===== src/rtl/p2_position_integrator.sv =====
// Player-2 X position integrator.
// Accumulates knockback displacement and walk steps into a registered X
// position, keeps it inside the right arena wall and clear of player 1,
// and runs a short stun window once a knockback finishes.
module p2_position_integrator #(
    parameter int signed X_MIN       = 0,
    parameter int signed X_MAX       = 638,
    parameter int signed SPRITE_W    = 125,
    parameter int signed X_START     = 400,
    parameter int signed WALK_STEP   = 2,
    parameter int        STUN_FRAMES = 6,
    parameter int signed MIN_GAP     = 10
) (
    input  logic               clk,
    input  logic               Reset,
    input  logic               frame_tick,
    input  logic               move_left,
    input  logic               move_right,
    input  logic signed [31:0] knock_motion,
    input  logic signed [31:0] opp_right_edge,
    output logic signed [31:0] Xpos,
    output logic               at_right_wall,
    output logic               stunned,
    output logic               knocked
);

    typedef enum logic [1:0] {
        IDLE      = 2'd0,
        WALK      = 2'd1,
        KNOCKBACK = 2'd2,
        STUN      = 2'd3
    } state_t;

    localparam int CW = (STUN_FRAMES < 2) ? 1 : $clog2(STUN_FRAMES + 1);
    localparam logic [CW-1:0]      STUN_LOAD = CW'(STUN_FRAMES);
    // Rightmost legal position, held at 33 bits so sums can be compared
    // against it without wrapping.
    localparam logic signed [32:0] R_LIM33   = 33'(X_MAX - SPRITE_W);
    localparam logic signed [31:0] R_LIM     = 32'(X_MAX - SPRITE_W);
    localparam logic signed [31:0] X_MIN_L   = 32'(X_MIN);
    localparam logic signed [31:0] GAP_L     = 32'(MIN_GAP);
    localparam logic signed [32:0] STEP33    = 33'(WALK_STEP);
    localparam logic signed [31:0] STEP32    = 32'(WALK_STEP);
    localparam logic signed [31:0] START_L   = 32'(X_START);

    state_t               state_q, state_d;
    logic signed [31:0]   xpos_q, xpos_d;
    logic [CW-1:0]        stun_cnt_q, stun_cnt_d;
    logic                 wall_q, wall_d;
    logic                 stunned_q, stunned_d;
    logic                 knocked_q, knocked_d;

    logic signed [31:0]   opp_lim;
    logic signed [31:0]   left_lim;
    logic signed [32:0]   knock_sum;
    logic signed [32:0]   walk_r_sum;
    logic signed [31:0]   walk_l_pos;
    logic                 knock_active;

    // Clamp limits and candidate positions for this frame.
    always_comb begin
        opp_lim      = opp_right_edge + GAP_L;
        left_lim     = (opp_lim > X_MIN_L) ? opp_lim : X_MIN_L;
        knock_sum    = {xpos_q[31], xpos_q} + {knock_motion[31], knock_motion};
        walk_r_sum   = {xpos_q[31], xpos_q} + STEP33;
        walk_l_pos   = xpos_q - STEP32;
        knock_active = (knock_motion > 32'sd0);
    end

    // Next-state, next-position and next-flag logic; knockback overrides all.
    always_comb begin
        state_d    = state_q;
        xpos_d     = xpos_q;
        stun_cnt_d = stun_cnt_q;

        if (knock_active) begin
            xpos_d     = (knock_sum > R_LIM33) ? R_LIM : knock_sum[31:0];
            state_d    = KNOCKBACK;
            stun_cnt_d = '0;
        end else begin
            case (state_q)
                KNOCKBACK: begin
                    stun_cnt_d = STUN_LOAD;
                    state_d    = STUN;
                end
                STUN: begin
                    stun_cnt_d = stun_cnt_q - 1'b1;
                    if (stun_cnt_d == '0) begin
                        state_d = IDLE;
                    end
                end
                default: begin
                    if (move_right && !move_left) begin
                        xpos_d  = (walk_r_sum > R_LIM33) ? R_LIM : walk_r_sum[31:0];
                        state_d = WALK;
                    end else if (move_left && !move_right) begin
                        // Player 1 already overlapping the gap: stand still
                        // rather than being pushed right.
                        if (xpos_q >= left_lim) begin
                            xpos_d = (walk_l_pos > left_lim) ? walk_l_pos : left_lim;
                        end
                        state_d = WALK;
                    end else begin
                        state_d = IDLE;
                    end
                end
            endcase
        end

        wall_d    = (xpos_d == R_LIM);
        stunned_d = (state_d == STUN);
        knocked_d = (state_d == KNOCKBACK);
    end

    // State register; advances only on frame ticks, reset wins.
    always_ff @(posedge clk) begin
        if (Reset) begin
            state_q    <= IDLE;
            xpos_q     <= START_L;
            stun_cnt_q <= '0;
            wall_q     <= 1'b0;
            stunned_q  <= 1'b0;
            knocked_q  <= 1'b0;
        end else if (frame_tick) begin
            state_q    <= state_d;
            xpos_q     <= xpos_d;
            stun_cnt_q <= stun_cnt_d;
            wall_q     <= wall_d;
            stunned_q  <= stunned_d;
            knocked_q  <= knocked_d;
        end
    end

    assign Xpos          = xpos_q;
    assign at_right_wall = wall_q;
    assign stunned       = stunned_q;
    assign knocked       = knocked_q;

endmodule

===== config.mk =====
export PLATFORM = sky130hd
export DESIGN_NAME = p2_position_integrator
export DESIGN_NICKNAME = d
export VERILOG_FILES = /design/src/rtl/p2_position_integrator.sv
export SDC_FILE = /design/constraint.sdc
export NUM_CORES = 1
export LEC_CHECK = 0
export ABC_AREA = 1
export BUFFER_PORTS_ARGS = -buffer_cell sky130_fd_sc_hd__buf_2
export CAP_MARGIN = 40
export CORE_MARGIN = 1.5
export CORE_UTILIZATION = 67
export DETAILED_ROUTE_END_ITERATION = 12
export GPL_TIMING_DRIVEN = 0
export PLACE_DENSITY = 0.95
export SYNTH_ARGS = -nofsm -noshare
export SYNTH_HDL_FRONTEND = slang
export SYNTH_SLANG_ARGS = --single-unit

===== constraint.sdc =====
create_clock -name clk -period 8.9 [get_ports clk]
set_input_delay 0.89 -clock clk [delete_from_list [all_inputs] [get_ports clk]]
set_output_delay 0.89 -clock clk [all_outputs]
set_load 0.01 [all_outputs]

# After elaboration in Yosys (flattened, before gate mapping)

Cells that the tools add are included.
Widths: inputs -> output; s select.

Logic and storage cells: 46
Output and inout bits: 35
Register bits after elaboration: 40

Muxes and demuxes: 16
Equality and inequality tests: 5
Add/sub/neg operators: 5
Magnitude comparators: 6
Reduce and logical (&&, ||, !) cells: 8

Operators with widths:

| operator              | count |
|---|---|
| $mux 32               | 9 |
| $gt 33x11->1 const B  | 2 |
| $gt 32x1->1 const B   | 2 |
| $add 32x3->33 const B | 1 |
| $add 32x32->33        | 1 |
| $add 32x5->32 const B | 1 |
| $eq 32x11->1 const B  | 1 |
| $ge 32x32->1          | 1 |
| $gt 32x32->1          | 1 |
| $sub 32x3->32 const B | 1 |
| $eq 2x2->1 const B    | 4 |
| $pmux 3 s2            | 1 |
| $mux 2                | 2 |
| $pmux 2 s2            | 1 |
| $logic_not 3->1       | 1 |
| $mux 3                | 1 |
| $reduce_bool 3->1     | 1 |
| $sub 3x1->3 const B   | 1 |
| $logic_and 1x1->1     | 2 |
| $logic_not 1->1       | 2 |
| $mux 1                | 2 |
| $reduce_and 2->1      | 1 |
| $reduce_or 2->1       | 1 |

# Longest topological paths before layout

Gate-level depths: netlist (run 1).

Depth in word-level cells: 11
Gate-level depth with buffers: 43
Depth with buffers taken out: 42

# Worst setup path after synthesis (run 1)

No wires, ideal clock.

Kind: reg2reg
Start point: register xpos_q[1], in the netlist Xpos[1]
End point: register wall_q, in the netlist at_right_wall
Cell stages (with the launch flop): 38
Library setup time: 0.065 ns
Period minus slack after synthesis: 5.141 ns
Setup slack: 3.759 ns
Path buffers: 1
Required time: 8.835 ns
Data arrival time: 5.076 ns
Path through: dfxtp_1 -> inv_2 -> ha_1 -> nand3_1 -> nor3_2 -> and3_1 -> nand2_1 -> nor3_2 -> nand3_1 -> nor3_2 -> nand4_1 -> nor3_1 -> nand2_1 -> nor3_2 -> xor2_1 -> ha_1 -> nand2_1 -> nor2_1 -> [... 2 more ...] -> and3b_1 -> nand4_1 -> nand3_4 -> buf_6 -> nand2_1 -> nand2_1 -> nand3_1 -> nand3_1 -> nand2_1 -> nand2_1 -> nand2_1 -> nor2_1 -> nand2_1 -> nor2_1 -> nand3_1 -> nor2_1 -> nor2_1 -> nor2_1

Longest elaborated chain between the ends: 9

RTL lines:

| what                     | line | text |
|---|---|---|
| start: declaration       | 47   | `logic signed [31:0] xpos_q, xpos_d;` |
| start signal: assignment | 126  | `xpos_q <= xpos_d;` |
| $sub 32x3->32            | 66   | `walk_l_pos = xpos_q - STEP32;` |
| $gt 32x32->1             | 100  | `xpos_d = (walk_l_pos > left_lim) ? walk_l_pos : left_lim;` |
| $mux 32                  | 100  |  |
| $mux 32                  | 99   | `if (xpos_q >= left_lim) begin` |
| $mux 32                  | 96   | `end else if (move_left && !move_right) begin` |
| $mux 32                  | 93   | `if (move_right && !move_left) begin` |
| $mux 32                  | 81   | `case (state_q)` |
| $mux 32 *                | 76   | `if (knock_active) begin` |
| $eq 32x11->1 *           | 110  | `wall_d = (xpos_d == R_LIM);` |
| end signal: assignment   | 128  | `wall_q <= wall_d;` |
| end: declaration         | 49   | `logic wall_q, wall_d;` |

Mark *: on every way between the ends. The rest lies on a longest branch, timed or not.
A chain may end at the register's enable or synchronous reset.

# Final worst setup path (run 1)

Same ends and word-level chain as after synthesis.

==> results of run 1 <==
[power by group]
part / leakage (nW) / switching (mW) / internal, mW
Combinational: 5.43 / 0.508 / 0.256
Clock: 0.0840 / 0.0843 / 0.133
Sequential: 0.331 / 0.0407 / 0.194
Total: 5.85 / 0.633 / 0.583
[flip-flops by register name, indices dropped and copies added, names as in the netlist]
signal / count
Xpos: 32
at_right_wall: 1
knocked: 1
state_q: 2
stun_cnt_q: 3
stunned: 1
[cell families (layout without fill, tap and decap cells)]
family                   Yosys count  after routing
adder cells (fa/ha/maj)          101            101
AND/OR/NAND/NOR                  932            932
buffers and inverters            291            402
AO/OA/AOI/OAI                    280            280
flip-flops                        40             40
XOR/XNOR                          78             78
other                              1              2
[metrics by stage]
| stage | setup WS [ps] | cells | hold slack [ps] |
|---|---|---|---|
| after floorplan | 3760 | 1724 | 462 |
| after global placement | 1970 | 2006 | 450 |
| after detailed placement | 2140 | 2007 | 454 |
| after CTS | 2140 | 2015 | 464 |
| after global routing | 1230 | 2015 | 496 |
| final | 1840 | 2015 | 466 |
[path summary, 6_finish.rpt]
| path | start | to | depth (start not counted) |
|---|---|---|---|
| min reg2reg | stunned | stunned | 2 |
| max reg2reg | Xpos[1] | at_right_wall | 34 |
| max | Xpos[1] | at_right_wall | 34 |
| min | stunned | stunned | 2 |
[metal layers]
metal / up-vias / GRT usage [%] / wire length (µm)
li1: 5933 / - / -
met4: 0 / 35.7 / 3080
met3: 257 / 9.87 / 3900
met1: 5467 / 55.8 / 13400
met5: - / 0 / 0
met2: 899 / 78.4 / 16100
[worst max-delay path: cells and delay by family, from the launching register on]
family                   cells  cell delay, ps
flip-flops                   1             490
AND/OR/NAND/NOR             27            4540
AO/OA/AOI/OAI                1             290
buffers and inverters        3             930
XOR/XNOR                     1             120
adder cells (fa/ha/maj)      2             600
[synthesized netlist by cell type (all sizes together)]
cell type    n
and3b        1
o2111ai      2
a21boi      10
nor2       184
ha         100
and3         2
o221a        1
a22oi        1
conb         1
clkbuf      31
or4          1
and2         2
a221oi       1
nor4        23
xor2        69
buf         27
xnor2        9
clkinv       4
inv        229
o21a         9
or2          4
dfxtp       40
fa           1
nand3      128
o221ai       2
o21bai       7
a211oi       7
nor3b        3
o211ai      16
nor3        35
a21o         3
nand3b       8
a31oi       13
a21oi      146
nand4       54
o211a        1
or3          1
nand2      486
o21ai       61
[final cells by class]
class	count	area [µm²]	share of cell area (%)
inverter	233	875	8.20
sequential	40	801	7.51
clock buffer	5	125	1.17
tap	180	225	2.11
timing repair buffer	103	520	4.88
buffer	58	302	2.83
multi-input combinational	1393	7770	72.8
clock inverter	3	47.5	0.446
==> impl_metrics.tcl, run 1 <==
set metrics [dict create \
    total_leakage_power_nw 5.85 \
    layout_commonest_cell "nand2_1" \
    tightest_slew_ps 727 \
    skew_ps 7.67 \
    ioPinCount 104 \
    crit_type "reg -> reg" \
    relSlewSlack_pct 51.4 \
    io_buffers 102 \
    final_core_util_pct 75.9 \
    diodes 0 \
    p_per_area_nw_per_um2 114 \
    syn_area_um2 9740 \
    cp_slowest_cell "dfxtp_1" \
    insertion_delay_ps 300 \
    rsz0062_at_grt "no" \
    maxCapViolations 0 \
    critPathRequiredTime_ps 9130 \
    firstDrtPassIters 8 \
    yosysWarningCount 0 \
    synth_top_area_share_pct 18.3 \
    finalSetupViolCount 0 \
    final_cell_mix "474 x nand2_1, 219 x inv_1, 167 x nor2_1" \
    ant_nets 0 \
    wl_per_cell_um 18.1 \
    drt_iter0_drc 1384 \
    finalCriticalPeriod_ps 7060 \
    clk_pin_slew_ps 70 \
    detailed_place_hpwl_um 30000 \
    clockBufferDepth 2 \
    die_w_um 124 \
    vias 12556 \
    place_area_um2 10500 \
    grt_max_degree 15 \
    hold_buffers 0 \
    fillers 1213 \
    p_total_mw 1.22 \
    cts_max_level 2 \
    syn_to_final_growth_pct 9.47 \
    outcome "finished clean" \
    place.gp.congestion 1.11 \
    grt_pass1_wl_um 57200 \
    cts_tree "yes" \
    period_share_pct 79.3 \
    final_cell_area_um2 10700 \
    layout-drive-gt1-share_pct 10.8 \
    numCtsBuffers 5 \
    vdd_drop_max_v 0.000113 \
    synth_top_family_by_area "simple AND/OR/NAND/NOR gates" \
    ys_seq_elements 40 \
    synth_compound_area_share_pct 16.3 \
    cts_resized 0 \
    ys_seq_area_share_pct 8.22 \
    die_y_um 124 \
    dieArea_um2 15300 \
    synth.area.top_cells "nand2_1 18%, ha_1 13%, inv_1 8.4%, dfxtp_1 8.2%, a21oi_1 7.5%" \
    critPathLaunchType "flip-flop" \
    synth-xor-area-share_pct 7.01 \
    yosysTopAreaCell "nand2_1" \
    hold_path_class "reg -> reg" \
    synthMuxAreaShare_pct 0 \
    synth-adder-area-share_pct 13.1 \
    r2r_slack_ps 1840 \
    synth_cell_types 55 \
    fin_nets 2004 \
    vias_per_cell 6.23 \
    antenna_found_initial 0 \
    crit_path_max_fanout 10 \
    slew_viol_final 0 \
    core_um2 14000 \
    synthSimpleGateAreaFrac_pct 43.3 \
    drcViolationCount 0 \
    endpoint_kind "flip-flop" \
    cts-root-buf "clkbuf_16" \
    grt_pass1_vias 11678 \
    cts_sinks 40 \
    slowest_delay_ps 490 \
    finalWirelength_um 36400 \
    grt_util_all_layers_pct 48.2 \
    crit_arrival_ps 7290 \
    overflow 0 \
    syn_inst 1723 \
    cts_setup_buffers 0 \
    tns_ps 0 \
    start_util_pct 69.4 \
    avgSynthCellArea_um2 5.65 \
    rows 43 \
    fmax_mhz 142 \
    final-hold-violation-count 0 \
]
Note: power is estimated with default switching activity, not from simulation.
==> run 2, diff against run 1 <==
Settings changed: CORE_UTILIZATION 67 to 62, PLACE_DENSITY 0.95 to 0.93.
Clock period 8.9 ns to 6.77 ns, I/O delays scaled along.
==> run 2 against run 1 <==
Against the previous run: fmax is 12% higher; cell count is 1.7% higher; worst hold slack worse by 2.1 ps; register-to-register slack worse by 1400 ps; utilization is 5.5 points lower; count of clock-buffer cells in the layout stayed put; via count is 1.3% lower; wire length is 3.9% higher; first-iteration DRC count is 14% lower; sequential power is 32% higher; setup slack worse by 1400 ps.
==> impl_metrics.tcl, run 2 (synthesis results as in run 1) <==
set metrics [dict create \
    outcome "finished clean" \
    crit_arrival_ps 6550 \
    dieArea_um2 16500 \
    finalSetupViolCount 0 \
    tns_ps 0 \
    critPathLaunchType "flip-flop" \
    vdd_drop_max_v 0.000142 \
    maxCapViolations 0 \
    crit_type "reg -> reg" \
    cp_slowest_cell "dfxtp_2" \
    diodes 0 \
    reg2reg_from "Xpos[2]" \
    final-hold-violation-count 0 \
    largest_register_ffs 32 \
    cts_tree "yes" \
    cts_sinks 40 \
    detailed_place_hpwl_um 31200 \
    final_cell_area_um2 10800 \
    place_area_um2 10500 \
    vias_per_cell 6.05 \
    crit_path_max_fanout 10 \
    io_buffers 102 \
    total_leakage_power_nw 5.86 \
    tightest_slew_ps 615 \
    antenna_found_initial 0 \
    drt_iter0_drc 1192 \
    die_w_um 128 \
    critPathRequiredTime_ps 7000 \
    r2r_slack_ps 450 \
    numCtsBuffers 5 \
    layout-drive-gt1-share_pct 11.3 \
    start_util_pct 63.8 \
    fillers 1450 \
    core_um2 15300 \
    fmax_mhz 158 \
    skew_ps 9.83 \
    setup_ws_ps 451 \
    insertion_delay_ps 300 \
    hold_path_class "reg -> reg" \
    grt_pass1_vias 11499 \
    finalCriticalPeriod_ps 6320 \
    endpoint "at_right_wall" \
    cts_max_level 2 \
    grt_pass1_wl_um 58100 \
    firstDrtPassIters 11 \
    r2r_end "at_right_wall" \
    place.gp.congestion 1.06 \
    fin_nets 2007 \
    relSlewSlack_pct 59.0 \
    cp_common_cell "nand2_1" \
    clockBufferDepth 2 \
    clk_pin_slew_ps 70 \
    instances_no_fill 2049 \
    die_y_um 128 \
    rsz0062_at_grt "no" \
    grt_max_degree 15 \
    final_cell_mix "474 x nand2_1, 219 x inv_1, 166 x nor2_1" \
    period_share_pct 93.3 \
    placed_cells 2038 \
    finalWirelength_um 37800 \
    vias 12388 \
    ant_nets 0 \
    cp-startpoint "Xpos[2]" \
    ioPinCount 104 \
    cts-root-buf "clkbuf_16" \
    place_ws_ps 64.3 \
    layout_commonest_cell "nand2_1" \
    worst_r2r_path_depth 37 \
    slew_viol_final 0 \
    endpoint_kind "flip-flop" \
    overflow 0 \
    p_per_area_nw_per_um2 150 \
    grt_util_all_layers_pct 45.0 \
    drcViolationCount 0 \
    rows 45 \
    multi_input_area_um2 7790 \
    syn_to_final_growth_pct 10.4 \
    slowest_delay_ps 410 \
    seq_area_um2 803 \
    final_core_util_pct 70.5 \
    wl_per_cell_um 18.5 \
]
==> run 2: per-layer routing <==
metal	part of all wire, %	global-route usage [%]	vias up
met5	0	0	-
met2	45	76.8	805
met3	9.3	7.03	198
met1	38	52.5	5451
li1	-	-	5934
met4	7.0	29.2	0
==> run 2: report_power, final <==
part	switching (mW)	internal, mW
Sequential	0.0539	0.255
Combinational	0.677	0.337
Clock	0.111	0.175
==> run 2: worst min-delay path by stage <==
stage,startpoint,end,slack [ps],cells after the start
floorplan,stun_cnt_q[2],stun_cnt_q[2],460,2
global placement,stunned,stunned,450,2
detailed placement,stunned,stunned,450,2
CTS,stunned,stunned,460,2
global route,stunned,stunned,480,2
finish,stunned,stunned,460,2
==> run 2: layout make-up <==
class / count / share of cell area (%)
sequential: 40 / 7.47
clock buffer: 5 / 1.16
timing repair buffer: 106 / 5.00
buffer: 58 / 2.83
tap: 211 / 2.46
clock inverter: 3 / 0.431
multi-input combinational: 1393 / 72.5
inverter: 233 / 8.18
==> run 2: what timing repair did <==
action,in CTS,in global routing
setup buffers,0,3
endpoints found under the setup margin,1,33
gates resized for setup,0,13
hold buffers,0,0
pin swaps,1,1
==> run 2: stage by stage <==
step / total power [mW] / hold WS [ps]
finish: 1.61 / 463
global placement: 1.25 / 450
floorplan: 0.989 / 462
detailed placement: 1.28 / 453
global route: 1.71 / 479
CTS: 1.56 / 463
==> run 2: critical path, delay by kind of cell (launching register included) <==
family | cells | cell delay, ps
and+or+nand+nor | 28 | 3990
adders and majority gates | 2 | 570
DFF | 1 | 410
AOI/OAI and AO/OA | 2 | 400
buffers and inverters | 4 | 720
xor gates and xnor gates | 1 | 120
